File: config.mk
export PLATFORM = sky130hd
export DESIGN_NAME = ks_adder_pipe_flat
export DESIGN_NICKNAME = d
export VERILOG_FILES = /design/src/rtl/ks_adder_pipe_if.sv /design/src/rtl/ks_adder_pipe.sv /design/src/flat_wrapper.sv
export SDC_FILE = /design/constraint.sdc
export NUM_CORES = 1
export LEC_CHECK = 0
export CAP_MARGIN = 20
export CORE_UTILIZATION = 51
export CTS_CLUSTER_SIZE = 40
export DETAILED_ROUTE_END_ITERATION = 8
export PLACE_DENSITY_LB_ADDON = 0.25
export SETUP_SLACK_MARGIN = 0.4
export SLEW_MARGIN = 10
export SYNTH_ARGS = -nofsm -noshare
export SYNTH_HDL_FRONTEND = slang
export SYNTH_SLANG_ARGS = --single-unit
File: constraint.sdc
create_clock -name clk -period 9.8 [get_ports clk]
set_input_delay 1.47 -clock clk [delete_from_list [all_inputs] [get_ports clk]]
set_output_delay 1.47 -clock clk [all_outputs]
set_load 0.03 [all_outputs]
File: src/rtl/ks_adder_pipe_if.sv
// Operand/result bundle for ks_adder_pipe: request side (in_*) and result side (out_*).
// Latency: none, this is wiring only.
// Backpressure: in_ready / out_ready carry the valid-ready handshakes on each side.
// Ports (by modport):
//   slave  - the adder: consumes in_valid/in_a/in_b/in_cin/in_sub/in_sat/in_tag and out_ready,
//            drives in_ready and out_valid/out_sum/out_cout/out_ovf/out_tag.
//   master - the feeding logic: the mirror image of slave.
interface ks_adder_pipe_if #(
  parameter int WIDTH = 8,
  parameter int TAG_W = 4
);
  logic             in_valid;
  logic             in_ready;
  logic [WIDTH-1:0] in_a;
  logic [WIDTH-1:0] in_b;
  logic             in_cin;
  logic             in_sub;
  logic             in_sat;
  logic [TAG_W-1:0] in_tag;
  logic             out_valid;
  logic             out_ready;
  logic [WIDTH-1:0] out_sum;
  logic             out_cout;
  logic             out_ovf;
  logic [TAG_W-1:0] out_tag;

  modport slave (
    input  in_valid, in_a, in_b, in_cin, in_sub, in_sat, in_tag, out_ready,
    output in_ready, out_valid, out_sum, out_cout, out_ovf, out_tag
  );

  modport master (
    output in_valid, in_a, in_b, in_cin, in_sub, in_sat, in_tag, out_ready,
    input  in_ready, out_valid, out_sum, out_cout, out_ovf, out_tag
  );
endinterface

File: src/rtl/ks_adder_pipe.sv
// Pipelined Kogge-Stone add/subtract with carry-in, carry-out, signed overflow and a sideband tag.
// Latency: ceil(clog2(WIDTH)/LPS) + 2 cycles from accepted beat to out_valid.
// Backpressure: a held result (out_valid & ~out_ready) freezes every stage and drops in_ready.
// Ports: clk, rst (synchronous, active-high); bus (ks_adder_pipe_if.slave) carries
//   in_valid/in_ready/in_a/in_b/in_cin/in_sub/in_sat/in_tag and
//   out_valid/out_ready/out_sum/out_cout/out_ovf/out_tag.
// Build option: define KS_SATURATE_EN to clamp out_sum on signed overflow when in_sat=1.
module ks_adder_pipe #(
  parameter int WIDTH = 8,
  parameter int LPS   = 1,
  parameter int TAG_W = 4
) (
  input  logic             clk,
  input  logic             rst,
  ks_adder_pipe_if.slave   bus
);
  localparam int L  = $clog2(WIDTH);
  localparam int NS = (L + LPS - 1) / LPS;

  // Index 0 is the bitwise stage; index s>0 holds the state after prefix group s.
  logic [WIDTH-1:0] r_g   [0:NS];
  logic [WIDTH-1:0] r_p   [0:NS];
  logic [WIDTH-1:0] r_pb  [0:NS];
  logic [TAG_W-1:0] r_tag [0:NS];
  logic [NS:0]      r_c0;
  logic [NS:0]      r_vld;
`ifdef KS_SATURATE_EN
  logic [NS:0]      r_sat;
`else
  logic             sat_unused;
  assign sat_unused = bus.in_sat;
`endif

  logic             stall;
  logic [WIDTH-1:0] b_eff;

  assign stall        = bus.out_valid & ~bus.out_ready;
  assign bus.in_ready = ~stall & ~rst;
  assign b_eff        = bus.in_sub ? ~bus.in_b : bus.in_b;

  // Carry-in folded into bit 0's generate, so every prefix G[i] becomes the carry out of bit i.
  logic [WIDTH-1:0] fold_g;
  assign fold_g = {r_g[0][WIDTH-1:1], r_g[0][0] | (r_p[0][0] & r_c0[0])};

  logic [WIDTH-1:0] src_g [0:L-1];
  logic [WIDTH-1:0] src_p [0:L-1];
  logic [WIDTH-1:0] lvl_g [0:L-1];
  logic [WIDTH-1:0] lvl_p [0:L-1];

  for (genvar k = 0; k < L; k++) begin : g_lvl
    localparam int D = 1 << k;
    if (k == 0) begin : g_first
      assign src_g[k] = fold_g;
      assign src_p[k] = r_p[0];
    end else if (k % LPS == 0) begin : g_from_reg
      assign src_g[k] = r_g[k / LPS];
      assign src_p[k] = r_p[k / LPS];
    end else begin : g_chain
      assign src_g[k] = lvl_g[k-1];
      assign src_p[k] = lvl_p[k-1];
    end
    // Bits below distance D have no partner and pass through; shifted-in zeros/ones preserve that.
    assign lvl_g[k] = src_g[k] | (src_p[k] & (src_g[k] << D));
    assign lvl_p[k] = src_p[k] & ~((~src_p[k]) << D);
  end

  logic [WIDTH-1:0] stg_g [1:NS];
  logic [WIDTH-1:0] stg_p [1:NS];

  for (genvar s = 1; s <= NS; s++) begin : g_stg
    localparam int LAST = ((s * LPS < L) ? s * LPS : L) - 1;
    assign stg_g[s] = lvl_g[LAST];
    assign stg_p[s] = lvl_p[LAST];
  end

  // Group propagate is no longer needed once all prefix levels are done.
  logic p_unused;
  assign p_unused = ^r_p[NS];

  logic [WIDTH-1:0] g_fin;
  logic [WIDTH-1:0] sum_fin;
  logic             cout_fin;
  logic             ovf_fin;

  assign g_fin    = r_g[NS];
  assign cout_fin = g_fin[WIDTH-1];
  assign ovf_fin  = g_fin[WIDTH-1] ^ g_fin[WIDTH-2];

  always_comb begin
    sum_fin = r_pb[NS] ^ {g_fin[WIDTH-2:0], r_c0[NS]};
`ifdef KS_SATURATE_EN
    // Wrapped MSB set means the true result was positive: clamp to max positive, else min negative.
    if (r_sat[NS] && ovf_fin) begin
      sum_fin = {~sum_fin[WIDTH-1], {(WIDTH-1){sum_fin[WIDTH-1]}}};
    end
`endif
  end

  always_ff @(posedge clk) begin
    if (rst) begin
      r_vld <= '0;
      r_c0  <= '0;
`ifdef KS_SATURATE_EN
      r_sat <= '0;
`endif
      for (int s = 0; s <= NS; s++) begin
        r_g[s]   <= '0;
        r_p[s]   <= '0;
        r_pb[s]  <= '0;
        r_tag[s] <= '0;
      end
      bus.out_valid <= 1'b0;
      bus.out_sum   <= '0;
      bus.out_cout  <= 1'b0;
      bus.out_ovf   <= 1'b0;
      bus.out_tag   <= '0;
    end else if (!stall) begin
      // in_ready is high whenever this branch runs, so in_valid alone marks an accepted beat.
      r_vld[0] <= bus.in_valid;
      r_g[0]   <= bus.in_a & b_eff;
      r_p[0]   <= bus.in_a ^ b_eff;
      r_pb[0]  <= bus.in_a ^ b_eff;
      r_c0[0]  <= bus.in_sub | bus.in_cin;
      r_tag[0] <= bus.in_tag;
`ifdef KS_SATURATE_EN
      r_sat[0] <= bus.in_sat;
`endif
      for (int s = 1; s <= NS; s++) begin
        r_vld[s] <= r_vld[s-1];
        r_g[s]   <= stg_g[s];
        r_p[s]   <= stg_p[s];
        r_pb[s]  <= r_pb[s-1];
        r_c0[s]  <= r_c0[s-1];
        r_tag[s] <= r_tag[s-1];
`ifdef KS_SATURATE_EN
        r_sat[s] <= r_sat[s-1];
`endif
      end
      bus.out_valid <= r_vld[NS];
      bus.out_sum   <= sum_fin;
      bus.out_cout  <= cout_fin;
      bus.out_ovf   <= ovf_fin;
      bus.out_tag   <= r_tag[NS];
    end
  end
endmodule
File: src/flat_wrapper.sv
// flat-port wrapper written by rule: the top's interface ports become plain ports
module ks_adder_pipe_flat 
#(
  parameter int WIDTH = 8,
  parameter int LPS   = 1,
  parameter int TAG_W = 4
)
  (clk, rst, bus_in_valid, bus_in_a, bus_in_b, bus_in_cin, bus_in_sub, bus_in_sat, bus_in_tag, bus_out_ready, bus_in_ready, bus_out_valid, bus_out_sum, bus_out_cout, bus_out_ovf, bus_out_tag);
  ks_adder_pipe_if #(.WIDTH(WIDTH), .TAG_W(TAG_W)) bus_i ();
  input  logic clk;
  input  logic rst;
  input wire logic [$bits(bus_i.in_valid)-1:0] bus_in_valid;
  input wire logic [$bits(bus_i.in_a)-1:0] bus_in_a;
  input wire logic [$bits(bus_i.in_b)-1:0] bus_in_b;
  input wire logic [$bits(bus_i.in_cin)-1:0] bus_in_cin;
  input wire logic [$bits(bus_i.in_sub)-1:0] bus_in_sub;
  input wire logic [$bits(bus_i.in_sat)-1:0] bus_in_sat;
  input wire logic [$bits(bus_i.in_tag)-1:0] bus_in_tag;
  input wire logic [$bits(bus_i.out_ready)-1:0] bus_out_ready;
  output wire logic [$bits(bus_i.in_ready)-1:0] bus_in_ready;
  output wire logic [$bits(bus_i.out_valid)-1:0] bus_out_valid;
  output wire logic [$bits(bus_i.out_sum)-1:0] bus_out_sum;
  output wire logic [$bits(bus_i.out_cout)-1:0] bus_out_cout;
  output wire logic [$bits(bus_i.out_ovf)-1:0] bus_out_ovf;
  output wire logic [$bits(bus_i.out_tag)-1:0] bus_out_tag;
  assign bus_i.in_valid = bus_in_valid;
  assign bus_i.in_a = bus_in_a;
  assign bus_i.in_b = bus_in_b;
  assign bus_i.in_cin = bus_in_cin;
  assign bus_i.in_sub = bus_in_sub;
  assign bus_i.in_sat = bus_in_sat;
  assign bus_i.in_tag = bus_in_tag;
  assign bus_i.out_ready = bus_out_ready;
  assign bus_in_ready = bus_i.in_ready;
  assign bus_out_valid = bus_i.out_valid;
  assign bus_out_sum = bus_i.out_sum;
  assign bus_out_cout = bus_i.out_cout;
  assign bus_out_ovf = bus_i.out_ovf;
  assign bus_out_tag = bus_i.out_tag;
  ks_adder_pipe #(.WIDTH(WIDTH), .LPS(LPS), .TAG_W(TAG_W)) u_core (.clk(clk), .rst(rst), .bus(bus_i));
endmodule
* After elaboration in Yosys (flattened, before gate mapping) *
Memories as Yosys holds them, arrays and structs flattened. A register that Yosys moved wholly into a read port is not among the register bits.
Index checks and enable logic that the tools add are counted.

word-level totals
  bits in registers = 19
  memory bits (writable) = 112
  output and inout port bits = 16
  logic and storage cells = 77
  memories kept = 4

memory list
  memory        depth  bits a word  read ports  clocked after memory_dff  write ports  RTL line             RTL
  u_core.r_g    4      8            4           0                         4            ks_adder_pipe.sv:21  logic [WIDTH-1:0] r_g [0:NS];
  u_core.r_p    4      8            3           0                         4            ks_adder_pipe.sv:22  logic [WIDTH-1:0] r_p [0:NS];
  u_core.r_pb   4      8            4           0                         4            ks_adder_pipe.sv:23  logic [WIDTH-1:0] r_pb [0:NS];
  u_core.r_tag  4      4            4           1                         4            ks_adder_pipe.sv:24  logic [TAG_W-1:0] r_tag [0:NS];

operators by class
  multiplexer cells = 22
  bitwise gates (word level) = 44
  reductions and logical operators = 1

operators with widths
  operator           count
  2-to-1 mux 8 bit   13
  AND 8 bit          7
  inverter 8 bit     4
  OR 8 bit           3
  OR 1 bit           18
  2-to-1 mux 4 bit   4
  bitwise XOR 8 bit  2
  inverter 7 bit     1
  inverter 6 bit     1
  2-to-1 mux 1 bit   5
  inverter 4 bit     1
  AND 1 bit          3
  inverter 1 bit     3
  logical NOT 1 bit  1
  bitwise XOR 1 bit  1

* Longest topological paths before layout *
  depth after elaboration = 6
  depth in mapped cells = 5
  mapped depth without buffers = 3

* Worst setup path after synthesis *
Ideal clock, no wire load.

  path type = input port to flip-flop
  from = in rst
  to = mem u_core.r_g[0][0], enable pin
  setup time = 464 ps
  arrival = 3945 ps
  required time = 9336 ps
  path slack = 5392 ps
  stages = 2
  path buffers = 1
  cell sequence = clkbuf_1 > nand2b_1

RTL lines
  item             RTL line             RTL
  start, declared  flat_wrapper.sv:11   input logic rst;
  end, declared    ks_adder_pipe.sv:21

* Worst setup path after layout *
  from = in bus_out_ready
  to = out bus_in_ready

on the way
  word-level cells in the longest chain between the ends = 4

RTL lines
  item             RTL line             RTL
  start, declared  flat_wrapper.sv:19   input wire logic [$bits(bus_i.out_ready)-1:0] bus_out_ready;
  inverter 1 bit   ks_adder_pipe.sv:37  assign stall = bus.out_valid & ~bus.out_ready;
  AND 1 bit        ks_adder_pipe.sv:37
  inverter 1 bit   ks_adder_pipe.sv:38  assign bus.in_ready = ~stall & ~rst;
  AND 1 bit        ks_adder_pipe.sv:38
  end, declared    flat_wrapper.sv:20   output wire logic [$bits(bus_i.in_ready)-1:0] bus_in_ready;

Every way passes these cells.

==> results.md <==
* Commonest cells after routing, fill and taps aside: edfxtp_1 (90), nor3b_2 (40), clkdlybuf4s50_1 (40)
* Post-synth cell types at 25
* Io pins at between 40 and 50
* # clock sinks at between 100 and 150
* DRC violations left at 0
* Die Area at 10500 sq um
* Status: finished, final reports clean
* Antenna violations before repair at 0
* Post-DR wirelength/cell at 14.5 um
* Largest net degree at the start of global routing at 95
* First-pass GRT wire length at between 10000 and 15000 um
* Post-Route WL at around 7500 um
* ANT nets after route at 0
* Setup TNS at 0 ns
* Clk buf depth at 2
* Overall routing resource usage at 0.160
* Ant. Diodes at 0
* Clk_lat worst skew at a little over 0.5 ns
* R2r endpoint: u_core.r_g[2][7]$_SDFFCE_PN0P_
* Internal Dissipation at between 0.9 and 1 mW
* Critical path destination: bus_in_ready
* Yosys reg bits at 113
* FF-to-FF setup slack at a little over 7 ns
* Fillers at ~740
* Clk slew on worst S/H paths at around 0.05 ns
* Fraction of layout cells with a size suffix above 1 at 0.243
* Synth-to-layout area growth at 20.6%
* Layout net count at 409
* RSZ-0062 raised after global routing: false
* Vias in the first global route at 2688
* Clock tree from TritonCTS: done
* Min Hold Slack at roughly 0.46 ns
* H-Tree Depth at 4
* Crit path launch: bus_out_ready
* CP Capture Type: primary output
* Routability cong. at roughly 0.73
* Actual slew at the worst max-slew pin at about 1 ns
* Num CTS Buffers at 17
* Leak Pwr at ~2.3 nW
* Post_cts resized at 0
* Mapped cell area at around 5100 sq um
* F_max at between 200 and 250 MHz
* Hold_buf cts at 0
* R2R depth at 5
* Syn_area_per_cell at around 15 sq um
* 1st-pass router iterations at 4
* Die X at 102 um
* Sw power at around 0.24 mW
* Fin crit share at 0.494
* Final setup vio count at 0
* Min-delay worst type: flop to flop
* Clock Skew at approximately 0.015 ns
* Post-Synthesis Cells at between 300 and 400
* Initial Util at 0.526
* Minimum clock period at slightly below 5 ns
* Total number of vias at ~2700
* Max Cap Viol at 0
* Post-synthesis sequential area ratio at 0.615
* Maximum vdd drop at a little under 0.1 mV
* Slew Viols, Final at 0
* Initial drt markers at about 150
* Critical path fanouts, max at 23
* Core area at a little under 10000 sq um
* Worst path required time at between 8 and 9 ns
* Arr. time, crit path at 3.37 ns
* Seq pwr share at 0.450
* Critical path type: input port to primary output
* Drt via density at ~5.3
* Worst r2r src: u_core.bus.out_valid$_SDFFE_PP0N_
* Max-slew headroom at the worst pin at 0.318
* Postcts setup bufs at 0
* Net Count, Synth at about 380
* Switching share of power at 0.195
* Pwr dens at around 200 nW/um^2
* DIE HEIGHT at between 100 and 150 um
* GR Overflow Total at 0
* Hold Vio Cnt, Final at 0
* Warnings from Yosys at 0
* HPWL Detailed at between 3000 and 4000 um
* # rows at 36
* Buffers added on ports at 41
* CTS root buf: clkbuf_8
* Most common cell after layout, fill and taps aside: edfxtp_1
* Setup crit start kind: input port
* Clock share of power at 0.494
* Comb power frac at 0.056
==> power by group through the flow <==
| stage | combinational [mW] | clock [mW] | sequential [mW] |
|---|---|---|---|
| finish | 0.0685 | 0.603 | 0.549 |
| global route | 0.0759 | 0.632 | 0.551 |
| CTS | 0.0694 | 0.614 | 0.549 |
| detailed placement | 0.0683 | 0 | 0.558 |
| global placement | 0.0673 | 0 | 0.558 |
| floorplan | 0.0460 | 0 | 0.558 |
==> metal layers <==
layer	part of all wire	global-route usage
met1	0.47	0.209
met2	0.48	0.243
met4	0.0097	0.0692
met3	0.039	0.0554
met5	0	0
==> worst max-delay path: stages <==
cell	delay, ns
clkdlybuf4s50_1	0.94
nor2b_4	0.07
nor2_1	0.18
clkdlybuf4s50_1	0.71
==> synth_stat cells <==
master / count / area (sq um)
inv_1: 12 / 45.0
nand4bb_1: 22 / 248
nand2b_1: 1 / 6.26
o31ai_1: 22 / 165
dfxtp_1: 23 / 460
o21ba_2: 1 / 10.0
nor3_2: 9 / 90.1
edfxtp_1: 90 / 2700
clkbuf_1: 6 / 22.5
nor2_1: 2 / 7.51
nor4bb_2: 5 / 81.3
buf_6: 8 / 90.1
buf_2: 17 / 85.1
a21oi_1: 18 / 90.1
nor2b_1: 1 / 6.26
a211oi_1: 1 / 7.51
nor3b_2: 40 / 500
nor3b_1: 22 / 165
buf_4: 2 / 15.0
ha_1: 8 / 100
xnor2_1: 9 / 78.8
nor4bb_1: 5 / 50.1
nand3_1: 1 / 5.00
xor2_1: 8 / 70.1
nor3_1: 8 / 40.0
==> layout make-up <==
cell class	instances	area, sq um	area share
inverters	12	45.0	0.00727
repair buffers	47	473	0.0763
multi-input cells	183	1740	0.280
flip-flops and latches	113	3160	0.510
clock inverters	5	27.5	0.00444
clock buffers	27	588	0.0949
well taps	133	166	0.0268
==> how the worst min path moves through the flow <==
stage / start / to / cells after the start
global placement: u_core.r_vld[1]$_SDFFE_PP0N_ / u_core.r_vld[2]$_SDFFE_PP0N_ / 2
CTS: u_core.r_vld[1]$_SDFFE_PP0N_ / u_core.r_vld[2]$_SDFFE_PP0N_ / 2
finish: u_core.r_c0[1]$_SDFFE_PP0N_ / u_core.r_c0[2]$_SDFFE_PP0N_ / 2
global route: u_core.r_vld[1]$_SDFFE_PP0N_ / u_core.r_vld[2]$_SDFFE_PP0N_ / 2
floorplan: u_core.r_c0[1]$_SDFFE_PP0N_ / u_core.r_c0[2]$_SDFFE_PP0N_ / 2
detailed placement: u_core.r_vld[1]$_SDFFE_PP0N_ / u_core.r_vld[2]$_SDFFE_PP0N_ / 2
==> metrics by stage <==
step | cells | utilization | instance area (sq um) | setup slack, ns | total power, mW
3_5_place_dp | 487 | 0.568 | 5560 | 4.91 | 0.627
3_3_place_gp | 487 | 0.568 | 5560 | 4.91 | 0.625
2_1_floorplan | 341 | - | 5140 | 5.39 | 0.604
5_1_grt | 520 | 0.634 | 6200 | 4.82 | 1.26
4_1_cts | 519 | 0.631 | 6170 | 4.90 | 1.23
6_report | 520 | 0.634 | 6200 | 4.96 | 1.22
==> sequential cells by signal, summed over array words and instances, names as in the netlist <==
register	cells
u_core.r_vld	4
u_core.bus.out_cout	1
u_core.r_tag	16
u_core.bus.out_ovf	1
u_core.r_p	11
u_core.r_g	32
u_core.bus.out_tag	4
u_core.r_pb	31
u_core.r_c0	4
u_core.bus.out_sum	8
u_core.bus.out_valid	1
==> cell families after synthesis <==
family,Yosys count,share of synthesized area
adders and majority gates,8,0.0195
AOI/OAI and AO/OA,42,0.0530
xor gates and xnor gates,17,0.0290
and+or+nand+nor,116,0.233
buffers and inverters,45,0.0501
DFF,113,0.615
Power figures use the tool's default switching activity.
